`src/rtl/ca_stream_controller.sv`:
```
// Loads a 7-block row into the rule-110 array, runs it for gen_count generations, streams the row back.
// Load writes land one cycle after each s_valid/s_ready handshake; readback holds m_data/ca_addr until m_ready.
module ca_stream_controller #(
  parameter int NUM_BLOCKS = 7,
  parameter int ADDR_W     = 6,
  parameter int GEN_W      = 16
) (
  input  logic              clk,
  input  logic              rst_n,
  input  logic              start,
  input  logic [GEN_W-1:0]  gen_count,
  input  logic [7:0]        s_data,
  input  logic              s_valid,
  output logic              s_ready,
  output logic [7:0]        m_data,
  output logic              m_valid,
  input  logic              m_ready,
  output logic              busy,
  output logic              done,
  output logic [7:0]        ca_data_in,
  output logic              ca_write_n,
  output logic              ca_halt_n,
  output logic [ADDR_W-1:0] ca_addr,
  input  logic [7:0]        ca_data_out
);

  localparam int BLK_W = 3;
  localparam logic [BLK_W-1:0] LAST_BLK = BLK_W'(NUM_BLOCKS - 1);

  typedef enum logic [2:0] {
    S_IDLE,
    S_LOAD,
    S_RUN,
    S_RD_SET,
    S_RD_OUT
  } state_t;

  state_t           r_state, w_state_nxt;
  logic [BLK_W-1:0] r_blk, w_blk_nxt;
  logic [GEN_W-1:0] r_gen, w_gen_nxt;
  logic             r_write_n, w_write_n_nxt;
  logic             r_halt_n, w_halt_n_nxt;
  logic [BLK_W-1:0] r_addr, w_addr_nxt;
  logic [7:0]       r_din, w_din_nxt;
  logic [7:0]       r_m_data, w_m_data_nxt;
  logic             r_m_valid, w_m_valid_nxt;
  logic             r_done, w_done_nxt;

  always_comb begin
    w_state_nxt   = r_state;
    w_blk_nxt     = r_blk;
    w_gen_nxt     = r_gen;
    w_write_n_nxt = 1'b1;
    w_halt_n_nxt  = 1'b0;
    w_addr_nxt    = r_addr;
    w_din_nxt     = r_din;
    w_m_data_nxt  = r_m_data;
    w_m_valid_nxt = r_m_valid;
    w_done_nxt    = 1'b0;

    case (r_state)
      S_IDLE: begin
        if (start) begin
          w_gen_nxt   = gen_count;
          w_blk_nxt   = '0;
          w_state_nxt = S_LOAD;
        end
      end

      S_LOAD: begin
        if (s_valid) begin
          w_write_n_nxt = 1'b0;
          w_addr_nxt    = r_blk;
          w_din_nxt     = s_data;
          if (r_blk == LAST_BLK) begin
            w_blk_nxt   = '0;
            w_state_nxt = S_RUN;
          end else begin
            w_blk_nxt = r_blk + BLK_W'(1);
          end
        end
      end

      // First RUN cycle is the final write cycle, so halt_n can only rise after it.
      S_RUN: begin
        if (!r_halt_n) begin
          if (r_gen == '0) begin
            w_addr_nxt  = '0;
            w_state_nxt = S_RD_SET;
          end else begin
            w_halt_n_nxt = 1'b1;
          end
        end else begin
          w_gen_nxt = r_gen - GEN_W'(1);
          if (r_gen == GEN_W'(1)) begin
            w_addr_nxt  = '0;
            w_state_nxt = S_RD_SET;
          end else begin
            w_halt_n_nxt = 1'b1;
          end
        end
      end

      S_RD_SET: begin
        w_m_data_nxt  = ca_data_out;
        w_m_valid_nxt = 1'b1;
        w_state_nxt   = S_RD_OUT;
      end

      S_RD_OUT: begin
        if (m_ready) begin
          w_m_valid_nxt = 1'b0;
          if (r_blk == LAST_BLK) begin
            w_blk_nxt   = '0;
            w_addr_nxt  = '0;
            w_done_nxt  = 1'b1;
            w_state_nxt = S_IDLE;
          end else begin
            w_blk_nxt   = r_blk + BLK_W'(1);
            w_addr_nxt  = r_blk + BLK_W'(1);
            w_state_nxt = S_RD_SET;
          end
        end
      end

      default: w_state_nxt = S_IDLE;
    endcase
  end

  always_ff @(posedge clk or negedge rst_n) begin
    if (!rst_n) begin
      r_state   <= S_IDLE;
      r_blk     <= '0;
      r_gen     <= '0;
      r_write_n <= 1'b1;
      r_halt_n  <= 1'b0;
      r_addr    <= '0;
      r_din     <= '0;
      r_m_data  <= '0;
      r_m_valid <= 1'b0;
      r_done    <= 1'b0;
    end else begin
      r_state   <= w_state_nxt;
      r_blk     <= w_blk_nxt;
      r_gen     <= w_gen_nxt;
      r_write_n <= w_write_n_nxt;
      r_halt_n  <= w_halt_n_nxt;
      r_addr    <= w_addr_nxt;
      r_din     <= w_din_nxt;
      r_m_data  <= w_m_data_nxt;
      r_m_valid <= w_m_valid_nxt;
      r_done    <= w_done_nxt;
    end
  end

  assign s_ready    = (r_state == S_LOAD);
  assign busy       = (r_state != S_IDLE);
  assign done       = r_done;
  assign m_data     = r_m_data;
  assign m_valid    = r_m_valid;
  assign ca_data_in = r_din;
  assign ca_write_n = r_write_n;
  assign ca_halt_n  = r_halt_n;
  assign ca_addr    = {{(ADDR_W - BLK_W){1'b0}}, r_addr};

endmodule

```
`config.mk`:
```
export PLATFORM = sky130hd
export DESIGN_NAME = ca_stream_controller
export DESIGN_NICKNAME = d
export VERILOG_FILES = /design/src/rtl/ca_stream_controller.sv
export SDC_FILE = /design/constraint.sdc
export NUM_CORES = 1
export LEC_CHECK = 0
export CAP_MARGIN = 10
export CORE_MARGIN = 2
export CORE_UTILIZATION = 52
export CTS_CLUSTER_DIAMETER = 30
export DETAILED_ROUTE_END_ITERATION = 7
export PLACE_DENSITY = 0.85
export SKIP_CTS_REPAIR_TIMING = 1
export SYNTH_ARGS = -nofsm -noshare
export SYNTH_HDL_FRONTEND = slang
export SYNTH_SLANG_ARGS = --single-unit
```
`constraint.sdc`:
```
create_clock -name clk -period 4.98 [get_ports clk]
set_clock_uncertainty 0.1 [all_clocks]
set_input_delay 0.747 -clock clk [delete_from_list [all_inputs] [get_ports clk]]
set_output_delay 0.747 -clock clk [all_outputs]
set_load 0.01 [all_outputs]
```
==> out/results.tsv <==
stage	metric	value	unit
critical_path	crit_path_top_delay_cell	dfrtp_1	
detailed_routing	drtIter0Drc	148	
cells_and_area	area_growth_syn_to_layout	27.5	%
cells_and_area	layout_common_cells	60 x clkdlybuf4s50_1, 44 x dfrtp_1, 22 x a21oi_1	
floorplan	die_h	72.6	um
floorplan	die_w	72.6	um
power	pwr-share-seq	44.8	%
synthesis	synth_edf_count	0	
global_route	overflow	0	
timing	rsz0062_at_grt	no	
detailed_routing	drt_first_pass_iters	4	
clocking	clkTransAtPathRegs	0.08	ns
clocking	clk_latency	0.30	ns
timing	fin_crit_sh	59.4	%
cells_and_area	final_layout_size_suffix_gt1_share	10.6	%
timing	fin_tns_setup	0	ns
power	pwr-share-comb	40.7	%
global_route	grt_pass1_wl	9270	um
cells_and_area	stdcell_count	355	
timing	slew_violations	0	
critical_path	crit_path_max_fanout	15	
power	leakagePower	1.21	nW
critical_path	worstPathRequired	4.13	ns
synthesis	ys_seq_area_share	46.0	%
floorplan	ioPinCount	65	
synthesis	async_flop_share	100	%
synthesis	avgSynthCellArea	9.76	sq um
run	cap_violations	0	
cells_and_area	fillers	358	
power	power.switching	0.000567	W
place	place_ws	2.00	ns
global_route	met2_usage	35.4	%
place	dp_cells	347	
critical_path	critical-path-max-stage-delay	0.64	ns
synthesis	netlist_area	2450	sq um
detailed_routing	viasPerCell	5.88	
detailed_routing	detail-route-antenna-nets	0	
critical_path	startpoint_type	flop	
floorplan	start_util	55.1	%
critical_path	end_kind	output port	
power	p_int	0.000974	W
global_route	grt_use_total	22.5	%
timing	max-slew-margin-rel	32.9	%
place	place.gp.congestion	0.826	
place	dp_hpwl	3930	um
global_route	busiest_layer	met2	
critical_path	path_cells	nor2b_1 > and2_1 > clkdlybuf4s50_1	
cells_and_area	mostFrequentLayoutCell	clkdlybuf4s50_1	
place	port_buffers	61	
timing	hold_viol	0	
detailed_routing	drcViolationCount	0	
timing	timing.final.crit_period	2.96	ns
critical_path	arrival	2.11	ns
synthesis	synth_top_area_share	45.0	%
detailed_routing	wl_per_cell	15.5	um
timing	worst_slew_pin_slew	1.00	ns
synthesis	synth_area_leaders	dfrtp_1 45%, mux2_2 7.4%, a21oi_1 4.5%	
floorplan	fp.dieArea	5270	sq um
power	swShare	36.8	%
floorplan	num_rows	24	
synthesis	ys_ff_latch	45	
detailed_routing	wirelength	5510	um
synthesis	ys.flop_type	dfrtp_1	
power	peakVddDrop	0.237	mV
floorplan	core_area	4440	sq um
clocking	root_buffer	clkbuf_8	
clocking	cts_max_path_buffers	2	
cells_and_area	ff_latch_area	1130	sq um
detailed_routing	route.vias.total	2088	
timing	setup_viol	0	
clocking	cts.sinks	45	
clocking	h-tree-depth	2	
critical_path	crit_type	reg2out	
synthesis	netlist_instances	251	
clocking	tritoncts	built	
synthesis	yosysWarnings	0	
cells_and_area	n_antenna_cell	0	
min_path	hold_path.class	reg2reg	
clocking	cts_buffers	5	
global_route	gr-usage-met3	4.97	%
status	status	completed	
power	pwr_density_cell	494	nW/um^2
timing	fmax	338	MHz
power	clockPowerShare	14.5	%
synthesis	netlist.top_cell.by_area	dfrtp_1	
timing	finalWorstSetupSlack	2.02	ns
global_route	use_met1	30.6	%
global_route	grt_pass1_vias	1894	
cells_and_area	nets	341	
synthesis	synthDistinctLibCells	51	
global_route	grt_max_degree	46	
global_route	antenna_found_initial	0	
cells_and_area	multi_input_area	1200	sq um
## critical path, delay by kind of cell, from the launching register on
family	cells	cell delay (ns)
AND/OR/NAND/NOR	2	0.63
buffers and inverters	1	0.54
flip-flops	1	0.64
## metrics by stage
step           total power (W)  area (sq um)  hold WS [ns]  util [%]
2_1_floorplan          0.00103          2460         0.351         -
3_3_place_gp           0.00130          3040         0.375      68.4
3_5_place_dp           0.00132          3040         0.386      68.4
4_1_cts                0.00155          3120         0.405      70.2
5_1_grt                0.00165          3120         0.414      70.2
6_report               0.00154          3120         0.398      70.2
## cells in the mapped netlist (4+ instances only)
master and instances:
a31oi_1 5, inv_1 9, and2_1 7, o21ai_0 20, nor3_1 4, nand2_1 14, or4_1 4, nor2_1 18
o31ai_1 4, mux2i_1 5, clkbuf_1 10, buf_2 5, a21oi_1 22, mux2_2 16, nand3_1 5, dfrtp_1 44
## cell families (layout without fill, tap and decap cells)
family / count (synthesis) / count (layout) / synth area share [%]
other cells: 1 / 3 / 0.153
compound gates: 75 / 75 / 19.2
buf+inv: 29 / 79 / 5.47
fa+ha+maj: 2 / 2 / 1.02
simple gates: 74 / 74 / 17.0
flops: 45 / 45 / 46.0
mux: 24 / 24 / 10.8
xor+xnor: 1 / 1 / 0.358
## layout make-up
type                       instances  share of cell area, %
clock inverter                     2                  0.321
timing repair buffer              62                   19.6
tap                               52                   2.08
clock buffer                       6                   2.32
inverter                           9                   1.08
sequential                        45                   36.1
multi-input combinational        179                   38.4
## power by group through the flow
stage | Combinational (W) | Clock (W) | Sequential (W)
after floorplan | 0.000361 | 0 | 0.000669
after global placement | 0.000613 | 0 | 0.000682
after global routing | 0.000689 | 0.000242 | 0.000715
after detailed placement | 0.000630 | 0 | 0.000694
after CTS | 0.000633 | 0.000227 | 0.000687
final | 0.000627 | 0.000224 | 0.000690
## path summary, 6_finish.rpt
| check | from | end | slack (ns) | cells after the start |
|---|---|---|---|---|
| worst min register to register | r_addr[1] | r_addr[1] | 0.40 | 1 |
| max in group asynchronous | rst_n | r_addr[2] | 3.67 | 1 |
| worst min-delay path | r_addr[1] | r_addr[1] | 0.40 | 1 |
| worst max register to register | r_state[1] | r_gen[15] | 2.41 | 4 |
| min in group asynchronous | rst_n | ca_data_in[3] | 0.51 | 1 |
| worst max-delay path | r_state[0] | s_ready | 2.02 | 3 |
## state kept, by name, indices dropped and copies added (netlist names)
| register | cells |
|---|---|
| r_gen | 16 |
| ca_data_in | 8 |
| m_data | 8 |
| r_addr | 3 |
| r_blk | 3 |
| r_state | 3 |
| ca_halt_n | 1 |
| ca_write_n | 1 |
| done | 1 |
| m_valid | 1 |
## metal layers
layer  share of wire, %  routed length [um]
met5                  0                   0
met4                1.4                  77
met3                3.3                 181
met2                 51                2800
met1                 45                2460
(Power assumes the default switching activity.)
